<file path="config.mk">
export PLATFORM = sky130hd
export DESIGN_NAME = mod_arith_seq
export DESIGN_NICKNAME = d
export VERILOG_FILES = /design/src/rtl/mod_arith_seq.sv
export SDC_FILE = /design/constraint.sdc
export NUM_CORES = 1
export LEC_CHECK = 0
export ABC_AREA = 1
export CAP_MARGIN = 30
export CORE_MARGIN = 4
export CORE_UTILIZATION = 41
export CTS_BUF_LIST = sky130_fd_sc_hd__clkbuf_8
export DETAILED_ROUTE_END_ITERATION = 6
export SKIP_LAST_GASP = 1
export SYNTH_ARGS = -nofsm -noshare
export SYNTH_HDL_FRONTEND = slang
export SYNTH_SLANG_ARGS = --single-unit
</file>
<file path="constraint.sdc">
create_clock -name clk -period 6.6 [get_ports clk]
set_clock_uncertainty 0.2 [all_clocks]
set_input_delay 0.66 -clock clk [delete_from_list [all_inputs] [get_ports clk]]
set_output_delay 0.66 -clock clk [all_outputs]
set_load 0.01 [all_outputs]
</file>
<file path="src/rtl/mod_arith_seq.sv">
// Bit-serial modular arithmetic unit: A*B, A^2, A+B, A-B mod a runtime modulus q.
// One request in flight at a time; results held in registers until the consumer accepts them.
module mod_arith_seq #(
    parameter int DATA_WIDTH = 32,
    parameter int TAG_WIDTH  = 4
) (
    input  logic                  clk,
    input  logic                  reset,
    input  logic                  in_valid,
    output logic                  in_ready,
    input  logic [1:0]            in_mode,
    input  logic [DATA_WIDTH-1:0] in_a,
    input  logic [DATA_WIDTH-1:0] in_b,
    input  logic [DATA_WIDTH-1:0] in_q,
    input  logic [TAG_WIDTH-1:0]  in_tag,
    output logic                  out_valid,
    input  logic                  out_ready,
    output logic [DATA_WIDTH-1:0] out_data,
    output logic [TAG_WIDTH-1:0]  out_tag,
    output logic                  out_err,
    output logic [1:0]            dbg_state
);

    localparam int W  = DATA_WIDTH;
    localparam int CW = (W > 1) ? $clog2(W) : 1;

    localparam logic [1:0] MODE_MUL = 2'd0;
    localparam logic [1:0] MODE_ADD = 2'd1;
    localparam logic [1:0] MODE_SUB = 2'd2;
    localparam logic [1:0] MODE_SQR = 2'd3;

    typedef enum logic [1:0] {
        S_IDLE   = 2'd0,
        S_RUN    = 2'd1,
        S_ADDSUB = 2'd2,
        S_DONE   = 2'd3
    } state_t;

    state_t           r_state;
    state_t           w_next_state;
    logic [W-1:0]     r_a;
    logic [W-1:0]     r_b;
    logic [W-1:0]     r_q;
    logic [1:0]       r_mode;
    logic [TAG_WIDTH-1:0] r_tag;
    logic             r_err;
    logic [W-1:0]     r_acc;
    logic [CW-1:0]    r_cnt;
    logic [W-1:0]     r_out_data;
    logic [TAG_WIDTH-1:0] r_out_tag;
    logic             r_out_err;

    logic             w_accept;
    logic [W-1:0]     w_b_eff;
    logic             w_in_err;
    logic [W+1:0]     w_s;
    logic [W+1:0]     w_q1;
    logic [W+1:0]     w_q2;
    logic [W+1:0]     w_red;
    logic [W-1:0]     w_acc_next;
    logic [W:0]       w_sum;
    logic [W:0]       w_diff;
    logic [W:0]       w_as;
    logic [W-1:0]     w_as_res;

    // Handshakes: a transfer happens on a rising edge where valid and ready are both high;
    // in_ready is high only in IDLE, out_valid only in DONE, so the two never coincide.
    assign in_ready  = (r_state == S_IDLE);
    assign out_valid = (r_state == S_DONE);
    assign out_data  = r_out_data;
    assign out_tag   = r_out_tag;
    assign out_err   = r_out_err;
    assign dbg_state = r_state;

    assign w_accept = in_valid & (r_state == S_IDLE);
    assign w_b_eff  = (in_mode == MODE_SQR) ? in_a : in_b;
    assign w_in_err = (in_q < W'(2)) | (in_a >= in_q) | (w_b_eff >= in_q);

    always_comb begin
        w_next_state = r_state;
        case (r_state)
            S_IDLE: begin
                if (in_valid) begin
                    if (in_mode == MODE_ADD || in_mode == MODE_SUB) w_next_state = S_ADDSUB;
                    else                                           w_next_state = S_RUN;
                end
            end
            S_RUN:    if (r_cnt == '0) w_next_state = S_DONE;
            S_ADDSUB: w_next_state = S_DONE;
            S_DONE:   if (out_ready) w_next_state = S_IDLE;
            default:  w_next_state = S_IDLE;
        endcase
    end

    // Interleaved reduction: C < q keeps 2C + B below 3q, so two conditional subtracts suffice.
    always_comb begin
        w_q1 = {2'b00, r_q};
        w_q2 = {1'b0, r_q, 1'b0};
        w_s  = {1'b0, r_acc, 1'b0} + (r_a[r_cnt] ? {2'b00, r_b} : '0);
        if (w_s >= w_q2)      w_red = w_s - w_q2;
        else if (w_s >= w_q1) w_red = w_s - w_q1;
        else                  w_red = w_s;
        w_acc_next = w_red[W-1:0];
    end

    always_comb begin
        w_sum  = {1'b0, r_a} + {1'b0, r_b};
        w_diff = {1'b0, r_a} - {1'b0, r_b};
        if (r_mode == MODE_SUB) begin
            if (r_a >= r_b) w_as = w_diff;
            else            w_as = w_diff + {1'b0, r_q};
        end else begin
            if (w_sum >= {1'b0, r_q}) w_as = w_sum - {1'b0, r_q};
            else                      w_as = w_sum;
        end
        w_as_res = w_as[W-1:0];
    end

    always_ff @(posedge clk) begin
        if (reset) begin
            r_state    <= S_IDLE;
            r_a        <= '0;
            r_b        <= '0;
            r_q        <= '0;
            r_mode     <= MODE_MUL;
            r_tag      <= '0;
            r_err      <= 1'b0;
            r_acc      <= '0;
            r_cnt      <= '0;
            r_out_data <= '0;
            r_out_tag  <= '0;
            r_out_err  <= 1'b0;
        end else begin
            r_state <= w_next_state;
            case (r_state)
                S_IDLE: begin
                    if (w_accept) begin
                        r_a    <= in_a;
                        r_b    <= w_b_eff;
                        r_q    <= in_q;
                        r_mode <= in_mode;
                        r_tag  <= in_tag;
                        r_err  <= w_in_err;
                        r_acc  <= '0;
                        r_cnt  <= CW'(W - 1);
                    end
                end
                S_RUN: begin
                    r_acc <= w_acc_next;
                    r_cnt <= r_cnt - 1'b1;
                    if (r_cnt == '0) begin
                        r_out_data <= r_err ? '0 : w_acc_next;
                        r_out_tag  <= r_tag;
                        r_out_err  <= r_err;
                    end
                end
                S_ADDSUB: begin
                    r_out_data <= r_err ? '0 : w_as_res;
                    r_out_tag  <= r_tag;
                    r_out_err  <= r_err;
                end
                default: ;
            endcase
        end
    end

endmodule

</file>
==> metrics.txt <==
Hold WS=0.262 ns; CP top delay family=simple AND/OR/NAND/NOR gates; max_slew headroom=20.7%; Top FF cell, synth=dfxtp_1; Critical Path Max Stage Delay=0.70 ns; placer congestion estimate=1.03; post-synth top area share=21.0%; Buf/Inv on CP=3; CP dominant cell by count=nand2_1; # placed instances=5561; drt first pass iters=5; CTS buffer count=17; Synth top cells by count=1454 x nand2_1, 707 x inv_1, 452 x a21oi_1; final-stage net count=5141; later-pin clock latency in the skew report=0.60 ns; Async SR Flop Fraction=0%; area of the multi-input gates=19200 µm²; Clk pin slew, worst setup/hold paths=0.12 ns; FP Rows=92; Initial Util=41.3%; DRC Markers=0; critical path's slowest cell=a21oi_2; Least-Margin Pin Slew=1.18 ns; clock net sink count=179; layout cells sized above 1=3.35%; H-tree levels=4; Avg Inst Size Synth=5.62 µm²; WL met2=51.7 mm; metal3 WL=12.8 mm; floorplan die width=260 µm; CTS tree=built; top area cells in the synthesized netlist=nand2_1 21%, ha_1 14%, dfxtp_1 14%, inv_1 10%, a21oi_1 8.7%; startpoint types=register; Period minus WS final=6.33 ns; Seq/Total Area, Yosys=13.8%; final std cells w/o fill=5597; RR Startpoint=r_cnt[1]$_SDFFE_PP0P_; initial antenna violation count=2; drt wl/cell=22.7 µm; DRT antenna net count=0; status=completed; max layer used=met4; Area growth syn-to-layout=10.9%; # setup viols final=0; Chip Height=260 µm; R2R Path End=r_acc[23]$_SDFFE_PP0P_; routed vias=31.0k; Tot GR Track Use=36.4%; required time worst endpoint=6.84 ns; HP Class=reg2reg; Via density=5.54; Yosys cell types=50; num ports=147; Hold Vio Cnt, Final=0; critical path class=reg2reg; Hold Path Sink=r_mode[0]$_SDFFE_PP0P_; period utilization=95.9%; Post-synth EDFFs=0; fill count=7100; hold_buf cts=0; Core ar.=63000 µm²; leading area contributor after synthesis=nand2_1; final wirelength=127 mm; clock buffer depth=2; hold_sp=r_mode[0]$_SDFFE_PP0P_; Final Util=45.8%; count leader, synth=nand2_1; post-synthesis cell area=26000 µm²; largest net degree at the start of global routing=81; CTS root buf=clkbuf_8; Reg2Reg Setup Slack=0.27 ns; Crit Path Max Fanout=17; critical path capture point type=register; synthesized flop and latch total=179; Max Freq=0.158 GHz; synth warn=0; FF+latch area=3580 µm²; wl on met1=57.4 mm; Mapped Nets=5038; drt initial violations=3583; Max-cap violations=0; Detail Placement HPWL=107 mm; global-route wire length before repair=182 mm; postcts setup bufs=0; Register-to-Register Path Depth=30; cells after synthesis=4632; crit path DAT=6.57 ns; critical path depth=30; max-slew violations=0; RSZ-0062 raised after global routing=yes; port bufs=146; worst hold path depth=2; vias in the first global route=28.0k; die footprint=67600 µm²; GRT overflow=0
## sequential cells by signal (all words and copies together) (netlist names)
| register | count |
|---|---|
| out_err | 1 |
| r_q | 32 |
| r_cnt | 5 |
| r_a | 32 |
| r_tag | 4 |
| r_mode | 2 |
| out_data | 32 |
| r_acc | 32 |
| out_tag | 4 |
| r_err | 1 |
| dbg_state | 2 |
| r_b | 32 |
## worst reg2reg max path, delay by kind of cell, from the launching register on
| kind | cells | cell delay, ns |
|---|---|---|
| buffers and inverters | 3 | 0.54 |
| xor gates and xnor gates | 1 | 0.58 |
| AOI/OAI and AO/OA | 5 | 1.16 |
| and+or+nand+nor | 19 | 2.53 |
| adders and majority gates | 2 | 0.81 |
| DFF | 1 | 0.39 |
## how the worst max path moves through the flow
stage                               start                   endpoint  slack, ns
finish              r_cnt[1]$_SDFFE_PP0P_     r_acc[23]$_SDFFE_PP0P_       0.27
global route        r_cnt[0]$_SDFFE_PP0P_     r_acc[30]$_SDFFE_PP0P_     -0.005
floorplan           r_cnt[1]$_SDFFE_PP0P_  out_data[25]$_SDFFE_PP0P_       1.75
global placement    r_cnt[0]$_SDFFE_PP0P_     r_acc[24]$_SDFFE_PP0P_       0.19
detailed placement  r_cnt[0]$_SDFFE_PP0P_     r_acc[24]$_SDFFE_PP0P_       0.31
CTS                 r_cnt[0]$_SDFFE_PP0P_  out_data[31]$_SDFFE_PP0P_       0.31
## layer usage
layer  vias up  GRT usage [%]
li1      15100              -
met1     14300           52.5
met2      1485           53.2
met3       168           7.40
met4         0           13.1
met5         -              0
## per-stage QoR
stage | TNS [ns] | area, µm² | worst slack [ns]
final | 0 | 28900 | 0.268
after global routing | -0.00633 | 28800 | -0.00477
after CTS | 0 | 28800 | 0.309
after detailed placement | 0 | 28400 | 0.314
after global placement | 0 | 28400 | 0.190
after floorplan | 0 | 26000 | 1.75
## placed cells by master, fill, tap and decap left out, types with 65 or more instances in the layout
master	n
a21oi_1	450
nand4_1	72
dfxtp_1	179
clkdlybuf4s50_1	145
nand3_1	323
o21ai_0	250
xnor2_1	65
inv_1	706
nor2_1	370
ha_1	292
nand2_1	1453
## layout make-up
type / instances / share of cell area (%)
diodes: 3 / 0.0260
clock buffers: 17 / 0.811
clock inverters: 15 / 0.594
inverters: 715 / 9.30
multi-input cells: 3618 / 66.5
flip-flops and latches: 179 / 12.4
well taps: 846 / 3.67
repair buffers: 204 / 6.64
## cells by family (layout without fill, tap and decap cells)
logic type | Yosys count | in the layout | synth area share, %
buf+inv | 836 | 951 | 12.7
xor+xnor | 126 | 126 | 4.24
simple gates | 2359 | 2359 | 37.7
compound gates | 832 | 833 | 17.0
flops | 179 | 179 | 13.8
other cells | 0 | 3 | 0
fa+ha+maj | 300 | 300 | 14.6
## repair_timing
item / CTS / global route
resized for setup: 0 / 6
endpoints found under the hold margin: 0 / 0
setup endpoints to repair: 0 / 56
Power is left out: the tool's default activity adds up to more than one toggle a clock period on the data nets, which glitch-free logic cannot reach.
